$ cat src/rtl/mips_pkg.sv
// Shared encodings for the multi-cycle MIPS controller: opcodes, funct codes,
// FSM states, instruction classes and the ALU/extender select values.
package mips_pkg;

    localparam logic [5:0] OP_RTYPE = 6'h00;
    localparam logic [5:0] OP_ORI   = 6'h0D;
    localparam logic [5:0] OP_LUI   = 6'h0F;
    localparam logic [5:0] OP_LW    = 6'h23;
    localparam logic [5:0] OP_SW    = 6'h2B;
    localparam logic [5:0] OP_BEQ   = 6'h04;
    localparam logic [5:0] OP_J     = 6'h02;

    localparam logic [5:0] FN_ADDU  = 6'h21;
    localparam logic [5:0] FN_SUBU  = 6'h23;

    localparam logic [1:0] ALU_ADD  = 2'b00;
    localparam logic [1:0] ALU_SUB  = 2'b01;
    localparam logic [1:0] ALU_OR   = 2'b10;

    localparam logic [1:0] EXT_ZERO = 2'b00;
    localparam logic [1:0] EXT_SIGN = 2'b01;
    localparam logic [1:0] EXT_LUI  = 2'b10;

    typedef enum logic [3:0] {
        FETCH, DECODE, EXE, WB_ALU, MEM_ADDR, MEM_RD, WB_MEM, MEM_WR, BRANCH, JUMP, HALT
    } state_e;

    typedef enum logic [3:0] {
        C_ADDU, C_SUBU, C_ORI, C_LUI, C_LW, C_SW, C_BEQ, C_J, C_ILL
    } iclass_e;

endpackage

$ cat src/rtl/mc_decode.sv
// Pure combinational opcode/funct classifier; anything unrecognised is C_ILL.
module mc_decode
    import mips_pkg::*;
(
    input  logic [31:0] instr_i,
    output logic [3:0]  cls_o
);
    iclass_e cls;
    logic    unused_fields;

    // rs/rt/rd/shamt/immediate never influence the class
    assign unused_fields = ^instr_i[25:6];

    always_comb begin
        cls = C_ILL;
        case (instr_i[31:26])
            OP_RTYPE: begin
                if (instr_i[5:0] == FN_ADDU)      cls = C_ADDU;
                else if (instr_i[5:0] == FN_SUBU) cls = C_SUBU;
            end
            OP_ORI:  cls = C_ORI;
            OP_LUI:  cls = C_LUI;
            OP_LW:   cls = C_LW;
            OP_SW:   cls = C_SW;
            OP_BEQ:  cls = C_BEQ;
            OP_J:    cls = C_J;
            default: cls = C_ILL;
        endcase
    end

    assign cls_o = cls;

endmodule

$ cat src/rtl/mc_ctrl.sv
// Multi-cycle MIPS control FSM: sequences fetch/decode/execute/memory/write-back
// and counts retired instructions (one per pc_we pulse).
module mc_ctrl
    import mips_pkg::*;
(
    input  logic        clk,
    input  logic        rst,
    input  logic [31:0] instr,
    input  logic        alu_zero,
    input  logic        mem_ready,
    output logic        ir_we,
    output logic        pc_we,
    output logic        npc_sel,
    output logic        isJump,
    output logic        reg_we,
    output logic        reg_dst,
    output logic        mem_to_reg,
    output logic        alu_src,
    output logic [1:0]  ext_op,
    output logic [1:0]  alu_op,
    output logic        mem_re,
    output logic        mem_we,
    output logic        illegal,
    output logic [15:0] retired
);
    state_e      state_q, state_d;
    iclass_e     cls_q, cls_d, dec_cls;
    logic [3:0]  dec_raw;
    logic        illegal_q, illegal_d;
    logic [15:0] retired_q, retired_d;
    logic        ex_src;
    logic [1:0]  ex_ext, ex_op;
    logic        unused_zero;

    // branch outcome is resolved in the datapath, not here
    assign unused_zero = alu_zero;

    mc_decode u_dec (
        .instr_i (instr),
        .cls_o   (dec_raw)
    );
    assign dec_cls = iclass_e'(dec_raw);

    always_ff @(posedge clk) begin
        if (!rst) begin
            state_q   <= FETCH;
            cls_q     <= C_ILL;
            illegal_q <= 1'b0;
            retired_q <= '0;
        end else begin
            state_q   <= state_d;
            cls_q     <= cls_d;
            illegal_q <= illegal_d;
            retired_q <= retired_d;
        end
    end

    // ALU steering for the register-register / immediate ALU class
    always_comb begin
        ex_src = 1'b0;
        ex_ext = EXT_ZERO;
        ex_op  = ALU_ADD;
        case (cls_q)
            C_SUBU: ex_op = ALU_SUB;
            C_ORI: begin
                ex_src = 1'b1;
                ex_ext = EXT_ZERO;
                ex_op  = ALU_OR;
            end
            C_LUI: begin
                ex_src = 1'b1;
                ex_ext = EXT_LUI;
                ex_op  = ALU_ADD;
            end
            default: ;
        endcase
    end

    always_comb begin
        state_d    = state_q;
        cls_d      = cls_q;
        ir_we      = 1'b0;
        pc_we      = 1'b0;
        npc_sel    = 1'b0;
        isJump     = 1'b0;
        reg_we     = 1'b0;
        reg_dst    = 1'b0;
        mem_to_reg = 1'b0;
        alu_src    = 1'b0;
        ext_op     = EXT_ZERO;
        alu_op     = ALU_ADD;
        mem_re     = 1'b0;
        mem_we     = 1'b0;
        case (state_q)
            FETCH: begin
                ir_we   = 1'b1;
                state_d = DECODE;
            end
            DECODE: begin
                cls_d = dec_cls;
                case (dec_cls)
                    C_ADDU, C_SUBU, C_ORI, C_LUI: state_d = EXE;
                    C_LW, C_SW:                   state_d = MEM_ADDR;
                    C_BEQ:                        state_d = BRANCH;
                    C_J:                          state_d = JUMP;
                    default:                      state_d = HALT;
                endcase
            end
            EXE: begin
                alu_src = ex_src;
                ext_op  = ex_ext;
                alu_op  = ex_op;
                state_d = WB_ALU;
            end
            WB_ALU: begin
                alu_src = ex_src;
                ext_op  = ex_ext;
                alu_op  = ex_op;
                reg_we  = 1'b1;
                reg_dst = (cls_q == C_ADDU) || (cls_q == C_SUBU);
                pc_we   = 1'b1;
                state_d = FETCH;
            end
            MEM_ADDR: begin
                alu_src = 1'b1;
                ext_op  = EXT_SIGN;
                state_d = (cls_q == C_LW) ? MEM_RD : MEM_WR;
            end
            MEM_RD: begin
                alu_src = 1'b1;
                ext_op  = EXT_SIGN;
                mem_re  = 1'b1;
                if (mem_ready) state_d = WB_MEM;
            end
            WB_MEM: begin
                alu_src    = 1'b1;
                ext_op     = EXT_SIGN;
                reg_we     = 1'b1;
                mem_to_reg = 1'b1;
                pc_we      = 1'b1;
                state_d    = FETCH;
            end
            MEM_WR: begin
                alu_src = 1'b1;
                ext_op  = EXT_SIGN;
                mem_we  = 1'b1;
                // the store retires in the same cycle memory accepts it
                if (mem_ready) begin
                    pc_we   = 1'b1;
                    state_d = FETCH;
                end
            end
            BRANCH: begin
                alu_op  = ALU_SUB;
                npc_sel = 1'b1;
                pc_we   = 1'b1;
                state_d = FETCH;
            end
            JUMP: begin
                isJump  = 1'b1;
                pc_we   = 1'b1;
                state_d = FETCH;
            end
            HALT:    state_d = HALT;
            default: state_d = FETCH;
        endcase
    end

    assign illegal_d = illegal_q | (state_d == HALT);
    assign retired_d = pc_we ? retired_q + 16'd1 : retired_q;
    assign illegal   = illegal_q;
    assign retired   = retired_q;

endmodule

$ cat config.mk
export PLATFORM = sky130hd
export DESIGN_NAME = mc_ctrl
export DESIGN_NICKNAME = d
export VERILOG_FILES = /design/src/rtl/mips_pkg.sv /design/src/rtl/mc_decode.sv /design/src/rtl/mc_ctrl.sv
export SDC_FILE = /design/constraint.sdc
export NUM_CORES = 1
export LEC_CHECK = 0
export ABC_AREA = 0
export CAP_MARGIN = 15
export CORE_AREA = 2 2 74 90
export DETAILED_ROUTE_END_ITERATION = 16
export DIE_AREA = 0 0 76 92
export DONT_BUFFER_PORTS = 1
export PLACE_DENSITY = 0.37
export SLEW_MARGIN = 5
export SYNTH_ARGS = -nofsm -noshare
export SYNTH_HDL_FRONTEND = slang
export SYNTH_SLANG_ARGS = --single-unit
$ cat constraint.sdc
create_clock -name clk -period 2.3 [get_ports clk]
set_input_delay 0.69 -clock clk [delete_from_list [all_inputs] [get_ports clk]]
set_output_delay 0.69 -clock clk [all_outputs]
set_load 0.1 [all_outputs]
After elaboration in Yosys (flattened, before gate mapping)

Memories as Yosys holds them, arrays and structs flattened.
Index checks and enable logic that the tools add are counted.

Register bits: 25
Latch bits: 0
Memory bits (writable): 0
Bits in read-only memories: 32
Output and inout port bits: 31
Word-level logic and storage cells: 63
Memories kept: 1

Memories:

| memory           | words | bits a word | read ports | clocked after Yosys merged registers in | wr ports | line           | RTL |
|---|---|---|---|---|---|---|---|
| (name not given) | 8     | 4           | 1          | 0                                       | 0        | mc_ctrl.sv:101 | `case (dec_cls)` |

Add/subtract/negate cells: 1
Multipliers: 0
Divide/modulo/power cells: 0
Order comparisons: 0
Equal/unequal tests: 23
Shift operators: 0
Multiplexer cells: 24
Bitwise operators: 1
Reductions and logical operators: 9

Operators with widths:

| operator                                                              | number |
|---|---|
| 4-bit one-hot mux with 7 select lines                                 | 2 |
| 6-bit equality test, second input constant                            | 4 |
| 4-bit by 3-bit equality test with 1-bit output, second input constant | 5 |
| 4-bit two-way mux                                                     | 5 |
| 16-bit by 1-bit adder with 16-bit output, second input constant       | 1 |
| 4-bit by 2-bit equality test with 1-bit output, second input constant | 4 |
| 4-bit equality test, second input constant                            | 4 |
| 6-bit by 4-bit equality test with 1-bit output, second input constant | 2 |
| 2-bit one-hot mux with 2 select lines                                 | 3 |
| 1-bit two-way mux                                                     | 10 |
| 4-bit by 1-bit equality test with 1-bit output, second input constant | 2 |
| 4-bit zero test                                                       | 2 |
| 4-bit OR reduction                                                    | 2 |
| 6-bit by 2-bit equality test with 1-bit output, second input constant | 1 |
| 6-bit by 3-bit equality test with 1-bit output, second input constant | 1 |
| 6-bit zero test                                                       | 1 |
| 2-bit OR reduction                                                    | 3 |
| 2-bit two-way mux                                                     | 2 |
| 1-bit one-hot mux with 2 select lines                                 | 2 |
| 1-bit logical OR                                                      | 1 |
| 1-bit OR                                                              | 1 |

Logic depth before layout (Yosys ltp)

An unclocked memory read counts as a cell.

Depth in word-level cells: 9
Depth in mapped cells: 7

Cells and area by module

Synthesis repeated with hierarchy kept, for this count alone.

Cell total of the unflattened synthesis: 187
Area total of the unflattened synthesis: 1620.3 sq um

By module, submodules not included:

| module    | times used | cells an instance | area each (sq um) |
|---|---|---|---|
| mc_ctrl   | 1          | 162               | 1455.1 |
| mc_decode | 1          | 25                | 165.2 |

Least setup slack after synthesis

Ideal clock, no wire load.

Path kind: register to output
Start point: register state_q[0]
End point: output ir_we
Data arrival time: 3.413 ns
Required time: 1.610 ns
Setup slack: -1.803 ns
Cell stages (with the launch flop): 3
Cell sequence: dfxtp_1 > clkbuf_1 > nor4_1

Word-level cells in the longest chain between the ends: 2

Ends and longest elaborated chain:

| item                   | line          | RTL |
|---|---|---|
| from (decl)            | mc_ctrl.sv:26 | `state_e state_q, state_d;` |
| from (signal assigned) | mc_ctrl.sv:51 | `state_q <= state_d;` |
| 4-bit zero test        | mc_ctrl.sv:94 | `case (state_q)` |
| 1-bit two-way mux      | mc_ctrl.sv:94 |  |
| to (decl)              | mc_ctrl.sv:11 | `output logic ir_we,` |

Every way passes these cells.

Worst setup path in the final report

Start point: register state_q[0]
End point: output pc_we

Word-level cells in the longest chain between the ends: 3
Elaborated cells on any way between the ends: 7

Ends and longest elaborated chain:

| item                                        | line          | RTL |
|---|---|---|
| 4-bit equality test (tied with other cells) | mc_ctrl.sv:94 |  |
| 4-bit OR reduction (no line)                | -             |  |
| 1-bit one-hot mux with 2 select lines *     | mc_ctrl.sv:94 |  |
| to (decl)                                   | mc_ctrl.sv:12 | `output logic pc_we,` |

Every way passes the cells marked *; elsewhere a longest branch is shown, timed or not.

==> results.cfg <==
[cts]
cts_tree = built
worstSkewPairLatency_ps = 270
cts_max_path_buffers = 2
root_buffer_cell = clkbuf_8
htree_levels = 1
cts_buf_count = 3
clkSinkCount = 25
clkTransAtPathRegs_ps = 90

[global_routing]
gr-total-overflow = 0
first_pass_grt_wire_length_mm = 6.548
number_of_global_route_vias_before_repair = 1456
global_route.usage.total_pct = 11.54
initial_antenna_violation_count = 0
grt_start_max_net_pins = 26

[final_layout]
post_layout_net_count = 256
postLayoutCoreUtil_pct = 33.25
area_growth_syn_to_layout_pct = 43.14
antennaDiodeCount = 0
layout_cells_sized_above_1_pct = 32.11
design_area_sq_um = 2063
final_cells = 303

[routing]
drt_pre_antenna_iters = 4
wire_per_inst_um = 12.87
avgViaCountPerCell = 4.710
antenna_violating_nets_post_route = 0
drt_drc_violations_left = 0
routed_wirelength_mm = 3.901
num_vias = 1427
drt_iter0_drc = 30

[power_and_ir_drop]
internal-power_mw = 0.9410
clock_power_share_pct = 14.4
power.combinational.fraction_pct = 56.1
power.sequential.fraction_pct = 29.5
power.density_cell_area_nw_per_um2 = 899.9
power.net_switching_mw = 0.9156
max-vdd-ir-drop_mv = 0.8029
switching_share_pct = 49.31
final_total_pwr_mw = 1.857
static-leakage-power_nw = 0.8320

[setup_path]
worst_setup_ep_type = output pin
critical_path.startpoint_type = flop
critical_path.top_delay_family = flip-flops
cp.required_ps = 1610
timing.setup.critical_path_class = flop to output pin
reg2reg_slack_ps = 400
timing.critical_path.cells = buf_4, mux2i_1, o21a_2, clkinvlp_4, buf_12
critical_register_to_register_path_endpoint = retired[12]
cp_max_fo = 7
ff2ff_path_depth = 7
critical_path.slowest_cell = dfxtp_1
worst-endpoint-arrival_ps = 1510
critPathMaxStageDelay_ps = 460
worstReg2RegStart = state_q[0]
cp.buffers_inverters = 3

[timing]
fin_worst_hold_slack_ps = 464.5
relSlewSlack_pct = 74.24
worst_clock_skew_ps = 1.730
rsz0062_at_grt = no
setup_ws_ps = 99.22
report.final.setup_viol = 0
period_minus_slack_ps = 2201
hold_viol_final = 0
totalNegativeSetupSlack_ps = 0
timing_worst_slew_pin_value_ps = 376.7
layout_worst_path_cycle_share_pct = 95.69
timing.fmax_mhz = 454.4
final-max-slew-violation-count = 0

[die]
chipHeight_um = 92
io_pins = 67
standard_cell_row_count = 32
dieArea_sq_um = 6992
die_x_um = 76
start_util_pct = 23.23
core_region_area_sq_um = 6206

[synthesis]
number_of_warnings_printed_during_yosys_synthesis = 0
yosys_register_bits = 25
synth_nets = 221
ys.flop_type = dfxtp_1
yosysSeqAreaShare_pct = 34.72
ys_types = 39
netlist_instances = 184
postSynthAreaPerCell_sq_um = 7.834
postSynth.asyncResetShare_pct = 0
synth_edf_count = 0
mappedNetlistArea_sq_um = 1441

[worst_hold_path]
hold_path_class = flop to flop
hold_path_startpoint = illegal
hold_crit_endpoint = illegal
hold-path-cell-count = 2

[run]
maxCapViolCount = 0

[placed_design]
dpl_cell_area_sq_um = 1977
placement.setup.worst_slack_ps = -68.64
placed_cells = 299
io_buffer_count = 0
gp_congestion = 0.8322
hpwlAfterDp_mm = 3.066

[status]
outcome = complete, no violations
-- worst max-delay path by stage --
| stage | from | endpoint | slack [ps] | cells after the start |
|---|---|---|---|---|
| after detailed placement | instr[27] | illegal | -70 | 5 |
| after CTS | state_q[3] | reg_dst | 2 | 5 |
| after global routing | state_q[0] | pc_we | 3 | 5 |
| after global placement | instr[27] | illegal | -70 | 5 |
| after floorplan | state_q[0] | isJump | -90 | 2 |
| final | state_q[0] | pc_we | 100 | 5 |
-- timing repair --
| item | 4_1_cts | 5_1_grt |
|---|---|---|
| cloned | 0 | 0 |
| buffers inserted | 0 | 0 |
| pin swaps | 4 | 1 |
| hold buffers | 0 | 0 |
| endpoints found under the setup margin | 5 | 7 |
| resized for setup | 10 | 2 |
-- flip-flops by register name (all words and copies together) (netlist names) --
name / flops
cls_q: 4
state_q: 4
illegal: 1
retired: 16
-- layer usage --
metal	part of all wire (%)	GRT usage [%]
met3	6.8	3.543
met1	40	11.70
met5	0	0
met4	2.1	5.758
met2	51	21.35
-- worst min-delay path: stages (launching register included) --
cell,delay (ps)
dfxtp_1,320
nand2_1,50
o31ai_1,50
-- power by group through the flow --
stage                     sequential (mW)  clock, mW  combinational [mW]
after floorplan                     0.638          0               0.674
after global placement              0.545          0                1.02
after detailed placement            0.547          0                1.02
after CTS                           0.549      0.281                1.04
after global routing                0.556      0.292                1.11
final                               0.548      0.267                1.04
-- logic make-up (layout without fill, tap and decap cells) --
| kind of cell | after synthesis | count (layout) | synth area share (%) |
|---|---|---|---|
| DFF | 25 | 25 | 34.72 |
| AOI/OAI and AO/OA | 31 | 31 | 14.32 |
| muxes | 2 | 2 | 1.389 |
| buffers and inverters | 11 | 45 | 2.951 |
| adders and majority gates | 1 | 1 | 0.8679 |
| xor gates and xnor gates | 14 | 14 | 8.507 |
| and+or+nand+nor | 100 | 100 | 37.24 |
-- layout by cell type, fill, tap and decap left out, types with 4 or more instances in the layout --
cell type   n
nand3_1    10
nor2_1      7
or3_1       4
nand2b_1    4
nand2_2     4
buf_4      29
nand4_1     4
and2_1     12
and3_1      4
o21ai_0     4
xor2_1      9
buf_12      7
dfxtp_2     5
dfxtp_1    20
nor2_4      4
nor3_1      9
nor2b_1     5
a21oi_1    10
nand2_1    14
xnor2_1     5
-- final cells by class --
class,instances,area [sq um]
fill,668,4143
tap,85,106.4
multi-input combinational,148,1013
clock buffer,4,45.04
inverter,4,22.52
sequential,25,506.7
timing repair buffer,37,369.1
-- synth_stat cells (all sizes together) (3+ instances only) --
library cell | n | area [sq um]
nand4 | 4 | 25.02
or3 | 4 | 25.02
a21o | 3 | 22.52
nor3 | 9 | 45.04
nor2b | 6 | 37.54
and2 | 13 | 81.33
nor4 | 4 | 25.02
nand2 | 19 | 71.32
nor2 | 13 | 48.80
inv | 4 | 15.01
nand2b | 5 | 31.28
a21oi | 10 | 50.05
clkbuf | 6 | 22.52
nand3 | 10 | 50.05
dfxtp | 25 | 500.5
o21ai | 4 | 20.02
a21boi | 3 | 22.52
xor2 | 9 | 78.83
and3 | 6 | 37.54
xnor2 | 5 | 43.79
Note: power is estimated with default switching activity, not from simulation.
==> RTL change 1, RTL diff (same settings) <==
Make the reset (`rst`) asynchronous in one clocked block.
--- a/src/rtl/mc_ctrl.sv
+++ b/src/rtl/mc_ctrl.sv
@@ -41,7 +41,7 @@
     );
     assign dec_cls = iclass_e'(dec_raw);
 
-    always_ff @(posedge clk) begin
+    always_ff @(posedge clk or negedge rst) begin
         if (!rst) begin
             state_q   <= FETCH;
             cls_q     <= C_ILL;
Check against the original RTL: differs if rst is asserted again (counterexample within 4 cycles, from zero or initial values and one cycle with rst low); with rst held inactive, the same outputs for 10 cycles.
==> RTL change 1 against the unedited design <==
Sequential cell count is the same. Via count down 7.4%. Die area unchanged. Combinational power up 99%. Critical path depth stayed put. Synthesized area rose by 1.9%. Sequential power rose by 23%. Sequential share of layout area grew 3.6 points. Worst setup slack worse by 0.035 ns. Total power is 61% higher. Wire length is 1.5% lower. Cell area up 8.2%. Critical path type unchanged. Critical endpoint is now ext_op[1]. Highest routed layer unchanged.
==> RTL change 1: results (changes against the unedited design) <==
slowest CP cell dfrtp_1; CP max stage delay 0.42 ns (-0.04 ns); Worst-Skew Late Latency 0.26 ns; mean post-synth cell area 9.73 µm² (+24%); Final Net Count 232 (-9.4%); dpl hpwl 2800 µm (-8.7%); share of layout cells above drive strength 1 39.7% (+7.6 points); fillers 627 (-6.1%); sequential-to-total area share from yosys stat 42.7% (+8.0 points); Synth cell types 43 (+10%); Clock Path Buffers 2 (unchanged); Pint 1.43 mW (+52%); worst r2r src state_q[2]; P_leak 0.959 nW (+15%); Worst Hold Class primary input to async pin; WL per Instance 13.8 µm (+7.0%); Synth Warn # 0 (unchanged); critical-path maximum fanout 2 (-5); Synth Net Count 188 (-15%); FF-to-FF path depth 9 (+2); Synth top cells by count 24 x dfrtp_1, 15 x xnor2_1, 11 x and3_1, 11 x nand2_1, 8 x nand3_1; initial antenna violation count 0 (unchanged); Cells after DPL 261 (-13%); FF-to-FF End retired[6]; clk root buf clkbuf_8; Num CTS Buffers 3 (unchanged); largest net degree at the start of global routing 26 (unchanged); max-slew violations 0 (unchanged); vias in the first global route 1257 (-14%); Slew @ Worst Pin 0.912 ns (+0.535 ns); Synth area leaders dfrtp_1 41%, xnor2_1 8.9%, and3_1 4.7%; first-pass GRT wire length 6180 µm (-5.7%); Worst Skew 0.00207 ns (+0.000343 ns); CTS H-Tree Depth 1 (unchanged); hold buffer count at CTS 0 (unchanged); final estimated routing congestion in global placement 0.761 (-8.5%); final wirelength 3840 µm (-1.5%); Async SR Flop Fraction 100% (+100 points); data arrival time of the worst path 1.55 ns (+0.04 ns); n_diodes 0 (unchanged); status completed; all-layer global routing usage 10.9% (-0.64 points); initial drt markers 37 (+23%); maximum VDD drop 0.493 mV (-39%); vias per inst 4.74 (+0.61%); Hold WS 0.111 ns (-0.353 ns)
[RTL change 1: cell types whose count changed after synthesis, moves of 4 or more]
cell,delta
nor2b_1,-6
nor2_1,-6
dfxtp_1,-25
and3_1,+5
a21oi_1,-7
nand2_1,-8
clkbuf_1,-4
dfrtp_1,+24
xor2_1,-6
xnor2_1,+10
and2_1,-10
[RTL change 1: final cells by class]
cell class	instances	area, µm²	area share, %
multi-input cells	115	908	40.7
flip-flops and latches	25	628	28.1
repair buffers	46	526	23.5
well taps	85	106	4.76
clock buffers	4	45.0	2.02
inverters	4	18.8	0.841
[RTL change 1: cell families after synthesis]
| logic type | share of synthesized area (%) |
|---|---|
| multiplexers | 2.98 |
| XOR/XNOR | 10.7 |
| AO/OA/AOI/OAI | 10.5 |
| AND/OR/NAND/NOR | 28.5 |
| buffers and inverters | 3.83 |
| flip-flops | 42.7 |
| adder cells (fa/ha/maj) | 0.852 |
[RTL change 1: repair_timing]
item | 4_1_cts | 5_1_grt
setup endpoints to repair | 7 | 7
resized for setup | 5 | 5
buffers inserted | 3 | 8
cloned | 2 | 1
pin swaps | 3 | 6
[RTL change 1: power by group through the flow]
stage	clock, mW	sequential [mW]	combinational, mW
after floorplan	0	1.03	1.01
after global placement	0	0.661	1.80
after detailed placement	0	0.669	1.80
after CTS	0.267	0.666	2.02
after global routing	0.292	0.694	2.17
final	0.255	0.675	2.07
[RTL change 1: worst max-delay path, delay by kind of cell (launching register included)]
kind,cells,cell delay (ns)
simple gates,3,0.53
flops,1,0.42
buf+inv,2,0.34
[RTL change 1: per-layer routing]
metal  up-vias  track usage, %  wire length, µm
met5         -               0                0
met4         0            3.18               15
met3         2            2.56              184
met2        24            18.9             1970
met1       661            13.5             1670
li1        635               -                -
[RTL change 1: worst max path at each step]
stage	to	from	slack (ns)	cells after the start
detailed placement	ext_op[1]	state_q[2]	0.17	4
floorplan	alu_op[0]	state_q[2]	-0.31	4
CTS	reg_dst	cls_q[3]	-0.001	5
finish	ext_op[1]	cls_q[2]	0.06	5
global route	reg_dst	cls_q[2]	-0.03	5
global placement	pc_we	mem_ready	0.20	4
[RTL change 1: stage by stage]
step | total power, mW | setup WS (ns) | instance area (µm²)
2_1_floorplan | 2.04 | -0.313 | 1560
5_1_grt | 3.16 | -0.0326 | 2230
3_3_place_gp | 2.46 | 0.201 | 2000
4_1_cts | 2.95 | -0.00139 | 2150
6_report | 3.00 | 0.0645 | 2230
3_5_place_dp | 2.47 | 0.175 | 2000
==> RTL change 2, RTL diff (config.mk and constraints unchanged) <==
Without the edit above. The 11 states of `state_e` get a Gray code encoding in 4 bits.
--- a/src/rtl/mips_pkg.sv
+++ b/src/rtl/mips_pkg.sv
@@ -22,7 +22,7 @@
     localparam logic [1:0] EXT_LUI  = 2'b10;
 
     typedef enum logic [3:0] {
-        FETCH, DECODE, EXE, WB_ALU, MEM_ADDR, MEM_RD, WB_MEM, MEM_WR, BRANCH, JUMP, HALT
+        FETCH = 4'b0000, DECODE = 4'b0001, EXE = 4'b0011, WB_ALU = 4'b0010, MEM_ADDR = 4'b0110, MEM_RD = 4'b0111, WB_MEM = 4'b0101, MEM_WR = 4'b0100, BRANCH = 4'b1100, JUMP = 4'b1101, HALT = 4'b1111
     } state_e;
 
     typedef enum logic [3:0] {
Behaviour: same outputs for any inputs over 10 cycles, from zero or initial values and one cycle with rst low; not proved beyond that.
==> RTL change 2 against the unedited design <==
The run now ends with negative setup slack left. Sequential power fell by 3%. Critical path depth is 1 lower. Worst setup slack got worse by 0.16 ns. Wire length rose by 5.0%. Clock power rose by 2%. Total power increased by 12%. Non-clock buffer count increased by 2. Synthesized area grew 6.2%. Cell area grew 6.1%. Via count rose by 0.49%. Combinational power rose by 23%. Hold slack better by 0.016 ns. Count of clock-buffer cells in the layout is 1 lower. Sequential cell count unchanged. Critical path type unchanged.
==> RTL change 2: results (changes against the unedited design) <==
critical path endpoint alu_src; CP max stage delay 0.39 ns (-0.07 ns); initial drt markers 62 (+110%); largest net degree at the start of global routing 24 (-7.7%); CP delay by family, top simple AND/OR/NAND/NOR gates; dpl hpwl 3140 µm (+2.3%); slowest CP cell or3b_4; Final Net Count 257 (+0.39%); CP startpoint cls_q[2]; Synth Net Count 222 (+0.45%); Synth top cells by count 25 x dfxtp_1, 17 x nand2_1, 15 x and2_1; Worst Skew 0.0104 ns (+0.00869 ns); initial antenna violation count 0 (unchanged); hold path depth 1 (-1); Hold EP cls_q[3]; Synth Flop Type dfxtp_1; Placed Area 2080 µm² (+5.4%); Setup TNS -0.188 ns (-0.188 ns); Worst Hold Class primary input to register; Synth area leaders dfxtp_1 33%, xor2_1 6.3%, and2_1 6.1%; Worst-Skew Late Latency between 0.2 and 0.3 ns; Synth Area in Compound Gates 18.1% (+3.7 points); pre-CTS setup slack 0.0811 ns (+0.150 ns); met1 Use GR 12.0% (+0.30 points); final setup vio count 3 (+3); DR top layer met4; Hold Startpoint rst; WL per Instance 13.5 µm (+4.6%); FF-to-FF setup slack 0.45 ns (+0.05 ns); Synth Warn # 0 (unchanged); final estimated routing congestion in global placement 0.820 (-1.4%); critical-path maximum fanout 3 (-4); all-layer global routing usage 11.8% (+0.27 points); GRT met3 Usage 4.04% (+0.49 points); data arrival time of the worst path 1.67 ns (+0.16 ns); sequential-to-total area share from yosys stat 32.7% (-2.0 points); maximum VDD drop 0.590 mV (-26%); P_leak 0.855 nW (+2.8%); FF-to-FF path depth 7 (unchanged); routed wl met3 294 µm (+11%); first-pass GRT wire length 6790 µm (+3.7%); FF-to-FF End retired[6]; Num CTS Buffers 3 (unchanged); area share of fa/ha/maj cells after synthesis 0.818% (-0.050 points); XOR/XNOR Fraction of Synth Area 8.01% (-0.49 points); post-synthesis mux area share 1.31% (-0.081 points); vias in the first global route 1485 (+2.0%); M2 GR Usage 22.3% (+0.97 points); vias per inst 4.72 (+0.16%); violated checks negative setup slack; worst setup margin -0.0649 ns (-0.164 ns); Slew headroom 68.6% (-5.7 points); Synth cell types 51 (+31%); met2 routed WL 2080 µm (+4.1%); share of layout cells above drive strength 1 34.7% (+2.6 points); clk root buf clkbuf_8; status complete, but fails checks; M1 wire length 1650 µm (+6.6%); worst r2r src state_q[1]
==> RTL change 2: cell types whose count changed after synthesis, sizes merged, moves of 3 or more <==
cell / delta
and3: -5
buf: +3
nand3: -6
nor4: +3
nor4b: +3
o21ai: -3
o31ai: +3
==> RTL change 2: area by class of cell <==
class / instances / area [µm²]
clock buffer: 3 / 41.3
fill: 634 / 4020
clock inverter: 1 / 7.51
inverter: 6 / 25.0
tap: 85 / 106
timing repair buffer: 39 / 400
multi-input combinational: 145 / 1100
sequential: 25 / 507
==> RTL change 2: cell families (layout without fill, tap and decap cells) <==
logic type	count (synthesis)	after routing
AO/OA/AOI/OAI	36	36
XOR/XNOR	14	14
adder cells (fa/ha/maj)	1	1
buffers and inverters	15	49
flip-flops	25	25
multiplexers	2	2
AND/OR/NAND/NOR	92	92
==> RTL change 2: through the flow <==
| step | instances | power (mW) | util, % | hold slack [ns] |
|---|---|---|---|---|
| final | 304 | 2.09 | 35.3 | 0.480 |
| after CTS | 304 | 2.09 | 34.9 | 0.478 |
| after floorplan | 185 | 1.54 | - | 0.443 |
| after global routing | 304 | 2.19 | 35.3 | 0.481 |
| after global placement | 298 | 1.79 | 33.6 | 0.455 |
| after detailed placement | 298 | 1.80 | 33.6 | 0.466 |
==> RTL change 2: where the power goes <==
part | internal [mW] | total, mW | switching (mW) | leakage [nW]
Combinational | 0.365 | 1.28 | 0.919 | 0.630
Clock | 0.123 | 0.273 | 0.150 | 0.0217
Sequential | 0.487 | 0.529 | 0.0425 | 0.204
Total | 0.975 | 2.09 | 1.11 | 0.855
==> RTL change 2: what timing repair did <==
item | in CTS | in global routing
endpoints found under the setup margin | 5 | 8
pin swaps | 3 | 1
gates resized for setup | 7 | 5
buffers inserted | 2 | 0
